`src/rtl/lifo_arbiter.sv`:
```
// ---------------------------------------------------------------------------
// lifo_arbiter
//
// Purpose:
//   Two-requester round-robin arbiter and sequencer in front of one shared
//   LIFO stack. Each granted request is run as a fixed three-cycle
//   transaction:
//     IDLE  : pick a requester, capture its op, data and legality
//     ISSUE : one-cycle s_wr or s_rd strobe (legal operations only)
//     RESP  : one-cycle ack to the granted requester, err = rejected
//   A push while the stack is full, or a pop while it is empty, is rejected.
//   Rejected operations never touch the stack, so the tracked level stays
//   within 0 .. 2**W.
//
// Parameters:
//   B : data word width in bits
//   W : stack address bits (depth = 2**W); level is W+1 bits wide
//
// Ports:
//   clk, reset             clock; synchronous active-high reset
//   reqN_valid/op/data     request from requester N (op: 0 = push, 1 = pop)
//   reqN_ack/err/rdata     registered completion pulse, reject flag, pop data
//   s_wr, s_rd, s_wdata    strobes and write data towards the stack
//   s_full, s_empty, s_top status and combinational top word from the stack
//   level                  number of words in the stack, tracked here
//   last_grant             index of the most recently granted requester
//
// Optional feature (macro LIFO_ARB_STATS_EN):
//   grant_cnt0, grant_cnt1, err_cnt : 8-bit saturating counters of grants
//   per requester and of rejected operations, all bumped in RESP.
// ---------------------------------------------------------------------------
module lifo_arbiter #(
  parameter int B = 3,
  parameter int W = 2
) (
  input  logic         clk,
  input  logic         reset,

  input  logic         req0_valid,
  input  logic         req0_op,
  input  logic [B-1:0] req0_data,
  output logic         req0_ack,
  output logic         req0_err,
  output logic [B-1:0] req0_rdata,

  input  logic         req1_valid,
  input  logic         req1_op,
  input  logic [B-1:0] req1_data,
  output logic         req1_ack,
  output logic         req1_err,
  output logic [B-1:0] req1_rdata,

  output logic         s_wr,
  output logic         s_rd,
  output logic [B-1:0] s_wdata,
  input  logic         s_full,
  input  logic         s_empty,
  input  logic [B-1:0] s_top,

  output logic [W:0]   level,
  output logic         last_grant
`ifdef LIFO_ARB_STATS_EN
  ,
  output logic [7:0]   grant_cnt0,
  output logic [7:0]   grant_cnt1,
  output logic [7:0]   err_cnt
`endif
);

  typedef enum logic [1:0] {
    ST_IDLE  = 2'd0,
    ST_ISSUE = 2'd1,
    ST_RESP  = 2'd2
  } state_e;

  localparam logic [W:0] LVL_ONE = {{W{1'b0}}, 1'b1};

  state_e       state_q,      state_d;
  logic         sel_q,        sel_d;
  logic         op_q,         op_d;
  logic         legal_q,      legal_d;
  logic         last_grant_q, last_grant_d;
  logic [W:0]   level_q,      level_d;
  logic         s_wr_q,       s_wr_d;
  logic         s_rd_q,       s_rd_d;
  logic [B-1:0] s_wdata_q,    s_wdata_d;
  logic         ack0_q,       ack0_d;
  logic         ack1_q,       ack1_d;
  logic         err0_q,       err0_d;
  logic         err1_q,       err1_d;
  logic [B-1:0] rdata0_q,     rdata0_d;
  logic [B-1:0] rdata1_q,     rdata1_d;

  logic         any_valid_s;
  logic         pick_s;
  logic         pick_op_s;
  logic [B-1:0] pick_data_s;
  logic         pick_legal_s;
  logic [B-1:0] resp_data_s;

  // Round-robin pick: on a tie the requester that did not win last time goes.
  always_comb begin
    any_valid_s = req0_valid | req1_valid;
    if (req0_valid && req1_valid) begin
      pick_s = ~last_grant_q;
    end else if (req1_valid) begin
      pick_s = 1'b1;
    end else begin
      pick_s = 1'b0;
    end
    if (pick_s) begin
      pick_op_s   = req1_op;
      pick_data_s = req1_data;
    end else begin
      pick_op_s   = req0_op;
      pick_data_s = req0_data;
    end
    // Legality is judged on the flags seen in IDLE; they have settled by then.
    pick_legal_s = pick_op_s ? ~s_empty : ~s_full;
  end

  // Word returned to the requester: the pre-pop top for a legal pop, else 0.
  always_comb begin
    if (legal_q && op_q) begin
      resp_data_s = s_top;
    end else begin
      resp_data_s = {B{1'b0}};
    end
  end

  // Next-state and next-output logic of the transaction sequencer.
  always_comb begin
    state_d      = state_q;
    sel_d        = sel_q;
    op_d         = op_q;
    legal_d      = legal_q;
    last_grant_d = last_grant_q;
    level_d      = level_q;
    s_wr_d       = 1'b0;
    s_rd_d       = 1'b0;
    s_wdata_d    = s_wdata_q;
    ack0_d       = 1'b0;
    ack1_d       = 1'b0;
    err0_d       = err0_q;
    err1_d       = err1_q;
    rdata0_d     = rdata0_q;
    rdata1_d     = rdata1_q;

    case (state_q)
      ST_IDLE: begin
        if (any_valid_s) begin
          sel_d        = pick_s;
          op_d         = pick_op_s;
          legal_d      = pick_legal_s;
          last_grant_d = pick_s;
          state_d      = ST_ISSUE;
          // Strobes are registered here so that they are high during ISSUE.
          if (pick_legal_s && !pick_op_s) begin
            s_wr_d    = 1'b1;
            s_wdata_d = pick_data_s;
          end else if (pick_legal_s && pick_op_s) begin
            s_rd_d = 1'b1;
          end else begin
            s_wr_d = 1'b0;
            s_rd_d = 1'b0;
          end
        end else begin
          state_d = ST_IDLE;
        end
      end

      ST_ISSUE: begin
        if (legal_q && !op_q) begin
          level_d = level_q + LVL_ONE;
        end else if (legal_q && op_q) begin
          level_d = level_q - LVL_ONE;
        end else begin
          level_d = level_q;
        end
        // Response registers load at the end of ISSUE, so the ack is seen
        // in RESP together with its err and rdata.
        if (sel_q) begin
          ack1_d   = 1'b1;
          err1_d   = ~legal_q;
          rdata1_d = resp_data_s;
        end else begin
          ack0_d   = 1'b1;
          err0_d   = ~legal_q;
          rdata0_d = resp_data_s;
        end
        state_d = ST_RESP;
      end

      ST_RESP: begin
        state_d = ST_IDLE;
      end

      default: begin
        state_d = ST_IDLE;
      end
    endcase
  end

  // State and output registers; reset discards any in-flight transaction.
  always_ff @(posedge clk) begin
    if (reset) begin
      state_q      <= ST_IDLE;
      sel_q        <= 1'b0;
      op_q         <= 1'b0;
      legal_q      <= 1'b0;
      last_grant_q <= 1'b1;
      level_q      <= {(W+1){1'b0}};
      s_wr_q       <= 1'b0;
      s_rd_q       <= 1'b0;
      s_wdata_q    <= {B{1'b0}};
      ack0_q       <= 1'b0;
      ack1_q       <= 1'b0;
      err0_q       <= 1'b0;
      err1_q       <= 1'b0;
      rdata0_q     <= {B{1'b0}};
      rdata1_q     <= {B{1'b0}};
    end else begin
      state_q      <= state_d;
      sel_q        <= sel_d;
      op_q         <= op_d;
      legal_q      <= legal_d;
      last_grant_q <= last_grant_d;
      level_q      <= level_d;
      s_wr_q       <= s_wr_d;
      s_rd_q       <= s_rd_d;
      s_wdata_q    <= s_wdata_d;
      ack0_q       <= ack0_d;
      ack1_q       <= ack1_d;
      err0_q       <= err0_d;
      err1_q       <= err1_d;
      rdata0_q     <= rdata0_d;
      rdata1_q     <= rdata1_d;
    end
  end

  assign req0_ack   = ack0_q;
  assign req0_err   = err0_q;
  assign req0_rdata = rdata0_q;
  assign req1_ack   = ack1_q;
  assign req1_err   = err1_q;
  assign req1_rdata = rdata1_q;
  assign s_wr       = s_wr_q;
  assign s_rd       = s_rd_q;
  assign s_wdata    = s_wdata_q;
  assign level      = level_q;
  assign last_grant = last_grant_q;

`ifdef LIFO_ARB_STATS_EN
  logic [7:0] grant_cnt0_q, grant_cnt0_d;
  logic [7:0] grant_cnt1_q, grant_cnt1_d;
  logic [7:0] err_cnt_q,    err_cnt_d;

  // Saturating statistics, bumped once per completed transaction in RESP.
  always_comb begin
    grant_cnt0_d = grant_cnt0_q;
    grant_cnt1_d = grant_cnt1_q;
    err_cnt_d    = err_cnt_q;
    if (state_q == ST_RESP) begin
      if (!sel_q && (grant_cnt0_q != 8'hFF)) begin
        grant_cnt0_d = grant_cnt0_q + 8'd1;
      end else if (sel_q && (grant_cnt1_q != 8'hFF)) begin
        grant_cnt1_d = grant_cnt1_q + 8'd1;
      end else begin
        grant_cnt0_d = grant_cnt0_q;
        grant_cnt1_d = grant_cnt1_q;
      end
      if (!legal_q && (err_cnt_q != 8'hFF)) begin
        err_cnt_d = err_cnt_q + 8'd1;
      end else begin
        err_cnt_d = err_cnt_q;
      end
    end else begin
      grant_cnt0_d = grant_cnt0_q;
      grant_cnt1_d = grant_cnt1_q;
      err_cnt_d    = err_cnt_q;
    end
  end

  // Statistics registers.
  always_ff @(posedge clk) begin
    if (reset) begin
      grant_cnt0_q <= 8'd0;
      grant_cnt1_q <= 8'd0;
      err_cnt_q    <= 8'd0;
    end else begin
      grant_cnt0_q <= grant_cnt0_d;
      grant_cnt1_q <= grant_cnt1_d;
      err_cnt_q    <= err_cnt_d;
    end
  end

  assign grant_cnt0 = grant_cnt0_q;
  assign grant_cnt1 = grant_cnt1_q;
  assign err_cnt    = err_cnt_q;
`endif

endmodule

```
`config.mk`:
```
export PLATFORM = sky130hd
export DESIGN_NAME = lifo_arbiter
export DESIGN_NICKNAME = d
export VERILOG_FILES = /design/src/rtl/lifo_arbiter.sv
export SDC_FILE = /design/constraint.sdc
export NUM_CORES = 1
export LEC_CHECK = 0
export CAP_MARGIN = 20
export CORE_ASPECT_RATIO = 1.25
export CORE_MARGIN = 1.5
export CORE_UTILIZATION = 45
export CTS_BUF_LIST = sky130_fd_sc_hd__clkbuf_8
export CTS_CLUSTER_DIAMETER = 150
export CTS_CLUSTER_SIZE = 40
export DETAILED_ROUTE_END_ITERATION = 10
export PLACE_DENSITY = 0.88
export REMOVE_ABC_BUFFERS = 1
export SETUP_SLACK_MARGIN = 0.02
export SYNTH_ARGS = -nofsm -noshare
export SYNTH_HDL_FRONTEND = slang
export SYNTH_SLANG_ARGS = --single-unit
```
`constraint.sdc`:
```
create_clock -name clk -period 2.8 [get_ports clk]
set_clock_uncertainty 0.2 [all_clocks]
set_input_delay 0.28 -clock clk [delete_from_list [all_inputs] [get_ports clk]]
set_output_delay 0.28 -clock clk [all_outputs]
set_load 0.005 [all_outputs]
```
* Word-level counts from Yosys, hierarchy flattened
Index checks and enable logic that the tools add are counted.
** Operators by class
- $add $sub $neg :: 2
- Eq/ne operators :: 1
- Mux-type cells :: 14
- Bitwise operators :: 9
- Reductions and logical operators :: 17
** Operator list (count)
- 2-to-1 mux 3 bit :: 4
- 2-to-1 mux 1 bit :: 9
- NOT 1 bit :: 8
- AND reduction 2 bit :: 4
- logical AND 1 bit :: 5
- one-hot mux 2 bit (2 select lines) :: 1
- OR reduction 4 bit :: 1
- adder 3 x 1 -> 3 bit (second input constant) :: 1
- AND reduction 3 bit :: 1
- OR reduction 3 bit :: 1
- subtractor 3 x 1 -> 3 bit (second input constant) :: 1
- == test 2 x 1 -> 1 bit (second input constant) :: 1
- zero test 1 bit :: 2
- zero test 2 bit :: 1
- nonzero test 2 bit :: 1
- OR reduction 2 bit :: 1
- bitwise OR 1 bit :: 1
** Storage, ports and cells
- Register bits :: 24
- Output and inout port bits :: 19

* Longest topological paths before layout
- Depth after elaboration :: 6
- Gate-level depth with buffers :: 6
- Gate-level depth less buffers :: 5

* Worst setup path before layout
No wires, ideal clock.
- Kind :: register to register
- Start point :: register legal_q
- End point :: register level_q[2] (netlist: level[2])
- Library setup time :: 71 ps
- Arrival :: 1584 ps
- Setup slack :: 946 ps
- Stages on the path, launching flop included :: 7
- Path buffers :: 1
- Clock period less this slack :: 1854 ps
- Cell sequence :: dfxtp_1 -> clkbuf_1 -> nand2b_1 -> fa_1 -> xnor2_1 -> or3_1 -> a21oi_1
** On the way
- Longest elaborated chain between the ends :: 3
- Elaborated cells between the ends (all ways) :: 5
- Classes of those cells :: 1 x mux; 4 x reduce/logical
** Ends and longest elaborated chain
- start: declaration :: line 81 : logic legal_q, legal_d;
- start signal: assignment :: line 226 : legal_q <= legal_d;
- logical AND 1 bit (on tied branches) :: line 175, 173
- nonzero test 2 bit (no source line)
- AND reduction 2 bit (no source line)
- end signal: assignment :: line 212 : level_q <= {(W+1){1'b0}};
- end signal: assignment :: line 228 : level_q <= level_d;
- end: declaration :: line 83 : logic [W:0] level_q, level_d;
Several ways; a longest one is shown, not always the timed one.
A chain may end at the register's enable or synchronous reset.

* Worst setup path in the final report
Same ends and word-level chain as after synthesis.

==> summary.txt <==
Status
  • Outcome: finished, final reports clean

Route
  • Vias/cell: 5.54
  • DRC viols: 0
  • Routed Antenna Nets: 0
  • Drt wl/cell: 13.4 um
  • DRT iter0 DRCs: 11
  • Via count: 865
  • Drt total wl: 2100 um
  • Drt first pass iters: 4

Synth
  • Cells after synthesis: 103
  • Seq cells post-synth: 24
  • Unique cell type count in the Yosys netlist: 30
  • Syn Area/Cell: 9.51 sq um
  • Sequential-to-total area share from yosys stat: 49.0%
  • Syn. warnings: 0
  • Mapped cell area: 980 sq um

Worst hold path
  • Hold EP: req1_rdata[0]$_SDFFE_PP0P_
  • Hold Startpoint: req1_rdata[0]$_SDFFE_PP0P_
  • Hold Crit Class: flop to flop
  • Hold Crit Depth: 2

Worst setup path
  • R2R Setup Slk: 0.85 ns
  • Crit path kind: flop to flop
  • Reg2reg start: legal_q$_SDFFE_PP0N_
  • Crit path max-delay cell type: dfxtp_1
  • CP Capture Type: flop
  • Critical Path RT: 2.78 ns
  • Critical path, cell by cell: nand2b_1 > fa_1 > xnor2_1 > or3_1 > a21oi_1
  • Worst-case reg-to-reg path depth: 5
  • Worst stage delay on the critical path: 0.56 ns
  • CP max FO: 11
  • Crit path launch type: flop
  • Worst Path Arrival: 1.93 ns
  • Critical Path Start: legal_q$_SDFFE_PP0N_
  • RR Endpoint: level[2]$_SDFFE_PP0P_

Timing
  • Minimum clock period: 1.95 ns
  • Sum of negative setup slack: 0 ns
  • Max Freq: 512 MHz
  • Setup Viol. Count Final: 0
  • Worst-margin pin slew: 0.816 ns
  • Period utilisation layout: 69.7%
  • Unrepaired setup endpoints after global routing: no
  • Fin Hold WS: 0.256 ns
  • Fin. Hold Viols: 0
  • Slew Viols, Final: 0
  • Max_slew headroom: 45.4%

Pwr
  • P_sw: 177 uW
  • Switch share: 24.3%
  • Internal power: 552 uW
  • Clk pwr share: 31.3%
  • Leakage: 0.000504 uW
  • Combinational Power Share: 16.9%
  • Worst IR Drop VDD: 370 uV
  • Cell Pwr Density: 529 mW/mm^2
  • Sequential Power Share: 51.8%

GRT
  • Pin count of the biggest net entering global routing: 25
  • First-pass GRT wire length: 3270 um
  • Grt ovf: 0
  • Vias in the first global route: 766
  • All-Layer GR Usage: 18.5%
  • Initial antenna violation count: 0

Layout
  • Leading cell type in the layout, fill and taps excluded: clkdlybuf4s50_1
  • Fill count: 165
  • Total inserted antenna cells: 0
  • Layout cells sized above 1: 6.62%
  • Final nets: 155
  • Post-layout util: 68.8%
  • Area grow syn2layout: 40.7%
  • Most frequent cells in the layout: 35 x clkdlybuf4s50_1, 24 x dfxtp_1, 12 x nor2_1, 12 x a21oi_1, 9 x nand2_1

CTS
  • Htree depth: 1
  • CTS Buf Count: 3
  • Clk_lat worst skew: 0.26 ns
  • # hold bufs at CTS: 0
  • Clk buf depth: 2
  • CTS tree: built
  • Clock slew at reported path FFs: 0.08 ns
  • Resized cells post-CTS: 0
  • CTS sink cnt: 24
  • Root buffer cell: clkbuf_8
  • Post-CTS Setup Repair Bufs: 0

Floorplanning
  • Die width: 44.7 um
  • Placement Rows: 18
  • Starting Density: 48.9%
  • Die Footprint: 0.00247 sq mm
  • Die Y: 55.2 um
  • # IOs: 36
  • Core Region: 0.00200 sq mm

Place
  • Placer Congestion: 0.702
  • Port-buffer cells: 35
  • DP HPWL: 1630 um

Run
  • Total of max-cap violations: 0
==> how the worst max path moves through the flow <==
| stage | end | slack (ns) | depth (start not counted) |
|---|---|---|---|
| finish | level[2]$_SDFFE_PP0P_ | 0.85 | 5 |
| CTS | level[2]$_SDFFE_PP0P_ | 0.83 | 5 |
| global placement | s_wdata[0]$_SDFFE_PP0P_ | 0.66 | 5 |
| floorplan | level[2]$_SDFFE_PP0P_ | 1.07 | 5 |
| global route | level[2]$_SDFFE_PP0P_ | 0.69 | 5 |
| detailed placement | s_wdata[2]$_SDFFE_PP0P_ | 0.57 | 5 |
==> power groups by stage <==
| stage | clock network (uW) | registers [uW] | logic, uW |
|---|---|---|---|
| 3_5_place_dp | 0 | 386 | 123 |
| 4_1_cts | 232 | 378 | 124 |
| 2_1_floorplan | 0 | 382 | 58.6 |
| 6_report | 228 | 378 | 123 |
| 3_3_place_gp | 0 | 384 | 119 |
| 5_1_grt | 244 | 381 | 135 |
==> cell families (layout without fill, tap and decap cells) <==
family,Yosys count,in the layout,synth area share [%]
simple gates,38,38,19.2
compound gates,26,26,19.3
flops,24,24,49.0
buf+inv,7,40,3.57
mux,5,5,5.11
xor+xnor,2,2,1.79
fa+ha+maj,1,1,2.04
==> per-stage QoR <==
step	instances	area [sq um]	total power, uW	setup WS (ns)
6_report	156	1380	729	0.847
5_1_grt	156	1380	759	0.687
4_1_cts	156	1380	733	0.834
3_5_place_dp	152	1320	509	0.570
3_3_place_gp	152	1320	503	0.662
2_1_floorplan	97	948	441	1.07
==> metal layers <==
metal  share of wire (%)  global-route usage, %
met3                 4.2                   4.22
met1                  41                   19.9
met5                   0                      0
met2                  53                   33.1
met4                 1.8                   10.6
==> worst max-delay path: cells and delay by family, from the launching register on <==
family	cells	cell delay [ns]
adder cells (fa/ha/maj)	1	0.39
AO/OA/AOI/OAI	1	0.14
AND/OR/NAND/NOR	2	0.44
XOR/XNOR	1	0.14
flip-flops	1	0.56
==> state kept, by name, indices dropped and copies added, names as in the netlist, 2 cells and up <==
register    count
s_wdata         3
state_q         2
level           3
req1_rdata      3
req0_rdata      3
==> Yosys cell counts <==
library cell	instances	area (sq um)
o21ai_0	2	10.0
clkbuf_1	4	15.0
fa_1	1	20.0
nor4_1	2	12.5
nand3b_1	1	7.51
xor2_1	1	8.76
or3_1	1	6.26
mux2i_1	5	50.1
dfxtp_1	24	480
and2_2	1	7.51
a21oi_1	12	60.1
nand2_1	9	33.8
buf_6	1	11.3
a22o_2	1	10.0
nor3b_1	1	7.51
inv_1	1	3.75
a21bo_1	1	10.0
a21o_1	1	7.51
a22oi_1	1	7.51
buf_2	1	5.00
xnor2_1	1	8.76
a221oi_4	1	26.3
or2_2	1	6.26
nand2b_1	3	18.8
a211oi_1	3	22.5
o21a_2	1	8.76
a311oi_1	3	26.3
nand4_1	6	37.5
nor2_1	12	45.0
nand3_1	1	5.00
==> final cells by class <==
class                   count  area (sq um)  share of cell area, %
inverters                   1          3.75                  0.272
flip-flops and latches     24           480                   34.8
clock buffers               4          55.1                   3.99
well taps                  20          25.0                   1.81
multi-input cells          72           464                   33.7
repair buffers             35           350                   25.4
(Power assumes the default switching activity.)
